### config.mk
export PLATFORM = sky130hd
export DESIGN_NAME = approx_adder_err_monitor_flat
export DESIGN_NICKNAME = d
export VERILOG_FILES = /design/src/rtl/approx_adder_err_monitor_pkg.sv /design/src/rtl/approx_adder_err_monitor_if.sv /design/src/rtl/approx_adder_err_monitor_ed_calc.sv /design/src/rtl/approx_adder_err_monitor.sv /design/src/flat_wrapper.sv
export SDC_FILE = /design/constraint.sdc
export NUM_CORES = 1
export LEC_CHECK = 0
export BUFFER_PORTS_ARGS = -buffer_cell sky130_fd_sc_hd__buf_2
export CELL_PAD_IN_SITES_DETAIL_PLACEMENT = 0
export CELL_PAD_IN_SITES_GLOBAL_PLACEMENT = 2
export CORE_MARGIN = 3
export CORE_UTILIZATION = 35
export DETAILED_ROUTE_END_ITERATION = 8
export HOLD_SLACK_MARGIN = 0.08
export PLACE_DENSITY = 0.85
export REMOVE_ABC_BUFFERS = 1
export SLEW_MARGIN = 20
export SYNTH_ARGS = -nofsm -noshare
export SYNTH_HDL_FRONTEND = slang
export SYNTH_SLANG_ARGS = --single-unit
### constraint.sdc
create_clock -name clk -period 2.96 [get_ports clk]
set_input_delay 0 -clock clk [delete_from_list [all_inputs] [get_ports clk]]
set_output_delay 0 -clock clk [all_outputs]
set_load 0.05 [all_outputs]
### src/rtl/approx_adder_err_monitor_pkg.sv
// rtl/approx_adder_err_monitor_pkg.sv - shared types and default widths for the approximate-adder error monitor
package approx_mon_pkg;

    localparam int DEF_WIDTH  = 4;
    localparam int DEF_MASK_W = 3;
    localparam int DEF_CNT_W  = 16;
    localparam int DEF_ACC_W  = 24;

    typedef enum logic [1:0] {
        IDLE   = 2'd0,
        ACCUM  = 2'd1,
        DRAIN  = 2'd2,
        REPORT = 2'd3
    } mon_state_e;

    // Saturating add of an error distance into the running ED sum.
    function automatic logic [DEF_ACC_W-1:0] sat_add_ed(input logic [DEF_ACC_W-1:0] acc,
                                                        input logic [DEF_ACC_W-1:0] ed);
        logic [DEF_ACC_W:0] wide;
        wide = {1'b0, acc} + {1'b0, ed};
        return wide[DEF_ACC_W] ? {DEF_ACC_W{1'b1}} : wide[DEF_ACC_W-1:0];
    endfunction

endpackage

### src/rtl/approx_adder_err_monitor_if.sv
// rtl/approx_adder_err_monitor_if.sv - sample input and report output handshake bundle
interface approx_adder_err_monitor_if
    import approx_mon_pkg::*;
#(
    parameter int WIDTH  = DEF_WIDTH,
    parameter int MASK_W = DEF_MASK_W,
    parameter int CNT_W  = DEF_CNT_W,
    parameter int ACC_W  = DEF_ACC_W
);
    logic              in_valid;
    logic              in_ready;
    logic [WIDTH-1:0]  in1;
    logic [WIDTH-1:0]  in2;
    logic [MASK_W-1:0] mask;
    logic [WIDTH:0]    approx_sum;

    logic              rpt_valid;
    logic              rpt_ready;
    logic [CNT_W-1:0]  rpt_samples;
    logic [CNT_W-1:0]  rpt_err_cnt;
    logic [ACC_W-1:0]  rpt_ed_sum;
    logic [WIDTH:0]    rpt_ed_max;
    logic [MASK_W-1:0] rpt_mask;
    logic              rpt_mask_chg;

    // master: sample producer / report consumer; slave: the monitor
    modport master (
        output in_valid, in1, in2, mask, approx_sum, rpt_ready,
        input  in_ready, rpt_valid, rpt_samples, rpt_err_cnt, rpt_ed_sum,
               rpt_ed_max, rpt_mask, rpt_mask_chg
    );

    modport slave (
        input  in_valid, in1, in2, mask, approx_sum, rpt_ready,
        output in_ready, rpt_valid, rpt_samples, rpt_err_cnt, rpt_ed_sum,
               rpt_ed_max, rpt_mask, rpt_mask_chg
    );

endinterface

### src/rtl/approx_adder_err_monitor_ed_calc.sv
// rtl/approx_adder_err_monitor_ed_calc.sv - exact sum and absolute error distance of one adder sample
module approx_ed_calc #(
    parameter int WIDTH = 4
) (
    input  logic [WIDTH-1:0] in1,
    input  logic [WIDTH-1:0] in2,
    input  logic [WIDTH:0]   approx_sum,
    output logic [WIDTH:0]   ed,
    output logic             err
);
    logic [WIDTH:0] exact;

    always_comb begin
        exact = {1'b0, in1} + {1'b0, in2};
        if (exact >= approx_sum) begin
            ed = exact - approx_sum;
        end else begin
            ed = approx_sum - exact;
        end
        err = (ed != '0);
    end

endmodule

### src/rtl/approx_adder_err_monitor.sv
// rtl/approx_adder_err_monitor.sv - windowed accuracy statistics for the masked approximate adder
module approx_adder_err_monitor
    import approx_mon_pkg::*;
#(
    parameter int WIDTH  = DEF_WIDTH,
    parameter int MASK_W = DEF_MASK_W,
    parameter int CNT_W  = DEF_CNT_W,
    parameter int ACC_W  = DEF_ACC_W
) (
    input  logic                          clk,
    input  logic                          rst_n,
    input  logic                          start,
    input  logic [CNT_W-1:0]              win_len,
    output logic                          busy,
    approx_adder_err_monitor_if.slave     bus
);
    localparam int SUM_W = ACC_W + 1;

    mon_state_e        state_q;
    mon_state_e        state_d;

    logic [CNT_W-1:0]  win_len_q;
    logic [CNT_W-1:0]  acc_cnt_q;

    logic              s1_valid_q;
    logic [WIDTH:0]    s1_ed_q;
    logic              s1_err_q;
    logic [MASK_W-1:0] s1_mask_q;

    logic [CNT_W-1:0]  samp_cnt_q;
    logic [CNT_W-1:0]  err_cnt_q;
    logic [ACC_W-1:0]  ed_sum_q;
    logic [WIDTH:0]    ed_max_q;
    logic [MASK_W-1:0] mask_q;
    logic              mask_chg_q;

    logic [WIDTH:0]    ed_c;
    logic              err_c;
    logic              accept;
    logic              last_accept;
    logic              open_win;
    logic [SUM_W-1:0]  ed_sum_wide;

    approx_ed_calc #(.WIDTH(WIDTH)) u_ed_calc (
        .in1        (bus.in1),
        .in2        (bus.in2),
        .approx_sum (bus.approx_sum),
        .ed         (ed_c),
        .err        (err_c)
    );

    assign accept      = (state_q == ACCUM) && bus.in_valid;
    assign last_accept = accept && ((acc_cnt_q + CNT_W'(1)) == win_len_q);
    assign open_win    = (state_q == IDLE) && start && (win_len != '0);
    assign ed_sum_wide = {1'b0, ed_sum_q} + SUM_W'(s1_ed_q);

    always_ff @(posedge clk or negedge rst_n) begin
        if (!rst_n) begin
            state_q <= IDLE;
        end else begin
            state_q <= state_d;
        end
    end

    always_comb begin
        state_d       = state_q;
        bus.in_ready  = 1'b0;
        bus.rpt_valid = 1'b0;
        busy          = 1'b1;
        case (state_q)
            IDLE: begin
                busy = 1'b0;
                if (open_win) begin
                    state_d = ACCUM;
                end
            end
            ACCUM: begin
                bus.in_ready = 1'b1;
                if (last_accept) begin
                    state_d = DRAIN;
                end
            end
            // The final sample is still in stage 1 here; one cycle lets it land in the accumulators.
            DRAIN: begin
                state_d = REPORT;
            end
            REPORT: begin
                bus.rpt_valid = 1'b1;
                if (bus.rpt_ready) begin
                    state_d = IDLE;
                end
            end
            default: begin
                state_d = IDLE;
            end
        endcase
    end

    always_ff @(posedge clk or negedge rst_n) begin
        if (!rst_n) begin
            win_len_q  <= '0;
            acc_cnt_q  <= '0;
            s1_valid_q <= 1'b0;
            s1_ed_q    <= '0;
            s1_err_q   <= 1'b0;
            s1_mask_q  <= '0;
            samp_cnt_q <= '0;
            err_cnt_q  <= '0;
            ed_sum_q   <= '0;
            ed_max_q   <= '0;
            mask_q     <= '0;
            mask_chg_q <= 1'b0;
        end else if (open_win) begin
            win_len_q  <= win_len;
            acc_cnt_q  <= '0;
            s1_valid_q <= 1'b0;
            samp_cnt_q <= '0;
            err_cnt_q  <= '0;
            ed_sum_q   <= '0;
            ed_max_q   <= '0;
            mask_q     <= '0;
            mask_chg_q <= 1'b0;
        end else begin
            s1_valid_q <= accept;
            if (accept) begin
                acc_cnt_q <= acc_cnt_q + CNT_W'(1);
                s1_ed_q   <= ed_c;
                s1_err_q  <= err_c;
                s1_mask_q <= bus.mask;
            end
            if (s1_valid_q) begin
                samp_cnt_q <= samp_cnt_q + CNT_W'(1);
                if (s1_err_q) begin
                    err_cnt_q <= err_cnt_q + CNT_W'(1);
                end
                ed_sum_q <= ed_sum_wide[ACC_W] ? {ACC_W{1'b1}} : ed_sum_wide[ACC_W-1:0];
                if (s1_ed_q > ed_max_q) begin
                    ed_max_q <= s1_ed_q;
                end
                // Empty sample count marks the first sample: it defines the reference mask.
                if (samp_cnt_q == '0) begin
                    mask_q <= s1_mask_q;
                end else if (s1_mask_q != mask_q) begin
                    mask_chg_q <= 1'b1;
                end
            end
        end
    end

    assign bus.rpt_samples  = samp_cnt_q;
    assign bus.rpt_err_cnt  = err_cnt_q;
    assign bus.rpt_ed_sum   = ed_sum_q;
    assign bus.rpt_ed_max   = ed_max_q;
    assign bus.rpt_mask     = mask_q;
    assign bus.rpt_mask_chg = mask_chg_q;

endmodule

### src/flat_wrapper.sv
// flat-port wrapper written by rule: the top's interface ports become plain ports
module approx_adder_err_monitor_flat import approx_mon_pkg::*;
#(
    parameter int WIDTH  = DEF_WIDTH,
    parameter int MASK_W = DEF_MASK_W,
    parameter int CNT_W  = DEF_CNT_W,
    parameter int ACC_W  = DEF_ACC_W
)
  (clk, rst_n, start, win_len, busy, bus_in_valid, bus_in1, bus_in2, bus_mask, bus_approx_sum, bus_rpt_ready, bus_in_ready, bus_rpt_valid, bus_rpt_samples, bus_rpt_err_cnt, bus_rpt_ed_sum, bus_rpt_ed_max, bus_rpt_mask, bus_rpt_mask_chg);
  approx_adder_err_monitor_if #(.WIDTH(WIDTH), .MASK_W(MASK_W), .CNT_W(CNT_W), .ACC_W(ACC_W)) bus_i ();
  input  logic clk;
  input  logic rst_n;
  input  logic start;
  input  logic [CNT_W-1:0] win_len;
  output logic busy;
  input wire logic [$bits(bus_i.in_valid)-1:0] bus_in_valid;
  input wire logic [$bits(bus_i.in1)-1:0] bus_in1;
  input wire logic [$bits(bus_i.in2)-1:0] bus_in2;
  input wire logic [$bits(bus_i.mask)-1:0] bus_mask;
  input wire logic [$bits(bus_i.approx_sum)-1:0] bus_approx_sum;
  input wire logic [$bits(bus_i.rpt_ready)-1:0] bus_rpt_ready;
  output wire logic [$bits(bus_i.in_ready)-1:0] bus_in_ready;
  output wire logic [$bits(bus_i.rpt_valid)-1:0] bus_rpt_valid;
  output wire logic [$bits(bus_i.rpt_samples)-1:0] bus_rpt_samples;
  output wire logic [$bits(bus_i.rpt_err_cnt)-1:0] bus_rpt_err_cnt;
  output wire logic [$bits(bus_i.rpt_ed_sum)-1:0] bus_rpt_ed_sum;
  output wire logic [$bits(bus_i.rpt_ed_max)-1:0] bus_rpt_ed_max;
  output wire logic [$bits(bus_i.rpt_mask)-1:0] bus_rpt_mask;
  output wire logic [$bits(bus_i.rpt_mask_chg)-1:0] bus_rpt_mask_chg;
  assign bus_i.in_valid = bus_in_valid;
  assign bus_i.in1 = bus_in1;
  assign bus_i.in2 = bus_in2;
  assign bus_i.mask = bus_mask;
  assign bus_i.approx_sum = bus_approx_sum;
  assign bus_i.rpt_ready = bus_rpt_ready;
  assign bus_in_ready = bus_i.in_ready;
  assign bus_rpt_valid = bus_i.rpt_valid;
  assign bus_rpt_samples = bus_i.rpt_samples;
  assign bus_rpt_err_cnt = bus_i.rpt_err_cnt;
  assign bus_rpt_ed_sum = bus_i.rpt_ed_sum;
  assign bus_rpt_ed_max = bus_i.rpt_ed_max;
  assign bus_rpt_mask = bus_i.rpt_mask;
  assign bus_rpt_mask_chg = bus_i.rpt_mask_chg;
  approx_adder_err_monitor #(.WIDTH(WIDTH), .MASK_W(MASK_W), .CNT_W(CNT_W), .ACC_W(ACC_W)) u_core (.clk(clk), .rst_n(rst_n), .start(start), .win_len(win_len), .busy(busy), .bus(bus_i));
endmodule
Word-level counts from Yosys, hierarchy flattened
Index checks and enable logic that the tools add are counted.
- register bits after elaboration: 109
- latch bits: 0
- memory bits (writable): 0
- memory bits (read-only): 0
- input port bits: 37
- output and inout port bits: 68
- logic and storage cells: 81
- memories kept: 0
- $add $sub $neg: 7
- multiply operators: 0
- div/mod/pow operators: 0
- $lt $le $gt $ge: 2
- eq/ne operators: 9
- shift-type cells: 0
- multiplexer cells: 29
- bitwise gates (word level): 1
- reduce and logical (&&, ||, !) cells: 20
- operator list (kind ; count):
    16-bit 2-to-1 mux ; 7
    24-bit 2-to-1 mux ; 3
    16-bit by 1-bit adder with 16-bit output, second input constant ; 3
    24-bit by 5-bit adder with 25-bit output ; 1
    5-bit 2-to-1 mux ; 4
    16-bit == test ; 1
    16-bit logical NOT ; 1
    16-bit nonzero test ; 1
    2-bit nonzero test ; 6
    5-bit subtractor ; 2
    3-bit 2-to-1 mux ; 3
    1-bit 2-to-1 mux ; 8
    2-bit case mux with 4 select lines ; 1
    2-bit AND reduction ; 4
    2-bit 2-to-1 mux ; 3
    2-bit by 1-bit inequality test with 1-bit output, second input constant ; 3
    3-bit AND reduction ; 2
    4-bit by 4-bit adder with 5-bit output ; 1
    5-bit greater-or-equal comparator ; 1
    5-bit > comparator ; 1
    5-bit nonzero test ; 1
    2-bit == test, second input constant ; 2
    1-bit logical AND ; 4
    3-bit inequality test ; 1
    4 further kinds ; 4

Longest topological paths before layout
- word-level depth: 5
- depth in mapped cells: 13
- gate-level depth less buffers: 13

Modules after synthesis
A second synthesis with hierarchy kept.
- cell total of the unflattened synthesis: 663
- area total of the unflattened synthesis: 6536.3 um^2
- by module, submodules not included (module ; instances ; cells an instance ; area each (um^2) ; sequential area each (um^2)):
    approx_adder_err_monitor ; 1 ; 585 ; 5879.4 ; 2727.6
    approx_ed_calc ; 1 ; 78 ; 656.9 ; 0.0

Worst setup path after synthesis
OpenSTA, ideal clock, no wires.
- path type: register to register
- start: reg u_core.state_q[1]
- end: reg u_core.state_q[0]
- setup time: 71 ps
- arrival time: 2578 ps
- required time: 2889 ps
- slack: 311 ps
- cell stages (with the launch flop): 10
- buffers on the path: 1
- period minus slack after synthesis: 2649 ps
- cell sequence: dfrtp_1 -> inv_1 -> ha_1 -> and2_1 -> clkbuf_1 -> nand4b_1 -> a211oi_1 -> o2111ai_1 -> or4_1 -> nand3_1
- longest elaborated chain between the ends: 5
- elaborated cells on any way between the ends: 13
- those cells by class: eq/ne: 6; mux: 1; reduce/logical: 6
- RTL lines (item ; RTL line ; source):
    start: declaration ; approx_adder_err_monitor.sv:19 ; mon_state_e state_q;
    start signal: assignment ; approx_adder_err_monitor.sv:61 ; state_q <= state_d;
    2-bit by 1-bit == test with 1-bit output / 2-bit logical NOT (equally long branches) ; approx_adder_err_monitor.sv:52, approx_adder_err_monitor.sv:70, approx_adder_err_monitor.sv:54 ;
    1-bit logical AND, on equally long branches ; approx_adder_err_monitor.sv:52, approx_adder_err_monitor.sv:54 ;
    1-bit logical AND, on equally long branches ; approx_adder_err_monitor.sv:53, approx_adder_err_monitor.sv:54 ;
    2-bit by 1-bit inequality test with 1-bit output (no source line) ; - ;
    3-bit AND reduction (no source line) ; - ;
Several ways; a longest one is shown, not always the timed one.
A chain may end at the register's enable or synchronous reset.

Final worst setup path
- start: reg u_core.acc_cnt_q[0]
- end: reg u_core.state_q[1]
- longest elaborated chain between the ends: 5
- RTL lines (item ; RTL line ; source):
    start: declaration ; approx_adder_err_monitor.sv:23 ; logic [CNT_W-1:0] acc_cnt_q;
    start signal: assignment ; approx_adder_err_monitor.sv:126 ; acc_cnt_q <= acc_cnt_q + CNT_W'(1);
    16-bit by 1-bit adder with 16-bit output ; approx_adder_err_monitor.sv:53 ; assign last_accept = accept && ((acc_cnt_q + CNT_W'(1)) == win_len_q);
    16-bit == test ; approx_adder_err_monitor.sv:53 ;
    1-bit logical AND ; approx_adder_err_monitor.sv:53 ;
    2-bit by 1-bit inequality test with 1-bit output (no source line) ; - ;
    3-bit AND reduction (no source line) ; - ;
No other way between the ends.

==> results.py <==
metrics = {
    "layout": {
        "fin_cells": 1048,
        "area_delta_synth_final_pct": 20.5,
        "num_antenna_cells": 0,
        "drive_above_1_share": 0.182,
        "nets": 887,
    },
    "critical_path": {
        "crit_fanout": 7,
        "crit_path_frequent_cell": "or4_1",
        "start_kind": "register",
        "rrSetupSlack_ns": 0.21,
        "arrival_ns": 3.04,
        "critical_path.cell_chain": "ha_1, nand4_1, or4_4, xor2_1, nor2_1, or4_1, or4_1, nand3_1",
        "cp_num_buf_inv": 0,
        "end_kind": "register",
        "cpPeakStageDelay_ns": 0.49,
        "critPathSlowestCell": "dfrtp_1",
        "worst-setup-path-type": "register to register",
        "path_delay_family": "simple AND/OR/NAND/NOR gates",
        "cp.required_ns": 3.25,
    },
    "yosys": {
        "synthAdderAreaFrac": 0.0745,
        "syn_area_per_cell_sq_um": 9.27,
        "seq_area_frac_synth": 0.423,
        "synth_edf_count": 0,
        "synth_top_family_by_area": "simple AND/OR/NAND/NOR gates",
        "yosys.area_share.simple": 0.214,
        "syn_inst": 696,
        "ys_async_sr_fraction": 1.00,
        "synthMuxAreaShare": 0.0366,
        "yosysUniqueCellTypes": 59,
        "yosys_warnings": 0,
        "synth_top_area_cell": "dfrtp_1",
        "ys.flop_type": "dfrtp_1",
        "synth-xor-area-share": 0.0991,
        "yosys-top-cells-count": "109 x dfrtp_1, 88 x nand2_1, 77 x nor2_1, 43 x xnor2_1, 37 x inv_1",
        "synthesis.area_sq_mm": 0.00645,
        "ys_seq_elements": 109,
        "synth.most_common_cell": "dfrtp_1",
        "synth-compound-area-share": 0.109,
        "netlist.area_leader.share": 0.423,
        "yosys-top-cells-area": "dfrtp_1 42%, ha_1 6.2%, xnor2_1 5.8%, nand2_1 5.1%, nor2_1 4.5%",
    },
    "routing": {
        "drt-vias-per-instance": 5.08,
        "firstDrtPassIters": 4,
        "drt-wirelength-per-cell_microns": 15.3,
        "drc": 0,
        "drtIter0Drc": 297,
        "vias": 5322,
        "wl_microns": 16000,
        "final_antenna_net_count": 0,
    },
    "job": {
        "cap_viol_max_count": 0,
    },
    "global_routing": {
        "antenna_found_initial": 0,
        "first_global_vias": 5393,
        "grt_pass1_wl_microns": 27100,
        "overflow": 0,
        "grt_max_degree": 110,
        "grt_use_total": 0.165,
    },
    "sta": {
        "tightest_slew_ns": 0.974,
        "drv_slew": 0,
        "hold_viol": 0,
        "min_period_ns": 2.75,
        "fmax_ghz": 0.364,
        "setup_violations": 0,
        "period_share": 0.929,
        "rsz0062_at_grt": "false",
        "fin_ws_ns": 0.210,
        "fin_skew_ns": 0.0113,
        "max_slew_margin": 0.344,
    },
    "die": {
        "num_rows": 49,
        "die_width_microns": 142,
        "dieArea_sq_mm": 0.0201,
        "start_util": 0.358,
        "die_y_microns": 142,
        "io_pins": 105,
        "core_area_sq_mm": 0.0180,
    },
    "clock_network": {
        "clk_latency_ns": 0.36,
        "cts_hold_buf": 20,
        "cts_buffer_depth": 2,
        "cts_sinks": 109,
        "clk_pin_slew_worst_paths_ns": 0.07,
        "clockRootBuffer": "clkbuf_16",
        "cts.repair.resized": 0,
        "cts_tree": "yes",
        "post_cts.repair.setup_buffers": 0,
        "cts_htree_levels": 3,
        "tritoncts.num_buffers": 9,
    },
    "hold_path": {
        "hold_class": "primary input to register",
    },
    "place": {
        "dp_hpwl_microns": 11500,
        "post-place-cells": 1012,
        "place_congestion": 0.870,
        "io_buffers": 104,
        "place_ws_ns": 0.0107,
    },
    "power_and_ir_drop": {
        "ir_drop_mv": 0.475,
        "powerDensity_mw_per_mm2": 803,
        "leakagePower_nw": 3.76,
    },
    "status": {
        "status": "complete, no violations",
    },
}
stage by stage:
stage	total power, mW	instance area (sq um)	utilization	hold slack [ns]	setup TNS (ns)
after CTS	6.31	7770	0.431	0.109	0
after global placement	4.79	7230	0.401	0.124	0
final	6.24	7770	0.431	0.124	0
after floorplan	4.11	6310	-	-0.296	-130.88
after detailed placement	4.87	7230	0.401	0.145	0
after global routing	6.69	7770	0.431	0.129	0
report_power, final:
group	switching, mW	internal [mW]	leakage (nW)	total [mW]
Combinational	1.66	0.974	2.15	2.63
Clock	0.570	0.832	0.160	1.40
Sequential	0.392	1.81	1.45	2.20
placed cells by master (no fill, tap or decap), types with 6 or more instances in the layout:
cell           count
and3_1            12
mux2i_1           18
a21oi_1           31
o21ai_0           19
a311oi_1           7
nand2_1           88
dlygate4sd3_1     20
nand4_1           15
or3_1              6
xnor2_1           43
xor2_1            30
a31oi_1           17
clkbuf_16          9
nor2b_1            7
nor3_1             8
and4_1             7
nand3_1           18
ha_1              32
a211oi_1          12
nor4_1            10
nor2_1            76
buf_2            103
dfrtp_1          109
inv_1             37
buf_4             12
cell type report:
type                       count  area (sq um)
timing repair buffer         136           826
tap                          229           287
clock inverter                 5           106
fill                        1808         10300
inverter                      38           143
sequential                   109          2730
multi-input combinational    520          3450
clock buffer                  11           233
registers in the layout, indices dropped and copies added, names as in the netlist:
signal	count
u_core.bus.rpt_err_cnt	16
u_core.bus.rpt_mask_chg	1
u_core.s1_mask_q	3
u_core.bus.rpt_mask	3
u_core.bus.rpt_ed_max	5
u_core.acc_cnt_q	16
u_core.bus.rpt_ed_sum	24
u_core.s1_ed_q	5
u_core.s1_valid_q	1
u_core.s1_err_q	1
u_core.bus.rpt_samples	16
u_core.state_q	2
u_core.win_len_q	16
logic make-up (layout without fill, tap and decap cells):
group | Yosys count | after routing
AOI/OAI and AO/OA | 111 | 111
xor gates and xnor gates | 73 | 73
adders and majority gates | 36 | 36
buffers and inverters | 67 | 190
DFF | 109 | 109
muxes | 23 | 23
and+or+nand+nor | 277 | 277
final timing paths:
check / from / endpoint / cells past startpoint
worst min-delay path: bus_approx_sum[0] / u_core.s1_ed_q[0] / 4
max in group asynchronous: rst_n / u_core.acc_cnt_q[10] / 3
min in group asynchronous: rst_n / u_core.bus.rpt_ed_sum[8] / 3
worst max register to register: u_core.acc_cnt_q[0] / u_core.state_q[1] / 8
worst min register to register: u_core.win_len_q[13] / u_core.win_len_q[13] / 2
worst max-delay path: u_core.acc_cnt_q[0] / u_core.state_q[1] / 8
tightest hold or removal path: cells and delay by family:
| kind | cells | cell delay [ns] |
|---|---|---|
| AO/OA/AOI/OAI | 1 | 0.08 |
| adder cells (fa/ha/maj) | 1 | 0.20 |
| buffers and inverters | 2 | 0.16 |
routing by layer:
| layer | track usage | vias to the layer above | wire length, microns |
|---|---|---|---|
| li1 | - | 2646 | - |
| met1 | 0.218 | 2567 | 7560 |
| met2 | 0.266 | 86 | 7440 |
| met3 | 0.0361 | 23 | 638 |
| met4 | 0.0611 | 0 | 363 |
| met5 | 0 | - | 0 |
Power figures use the tool's default switching activity.
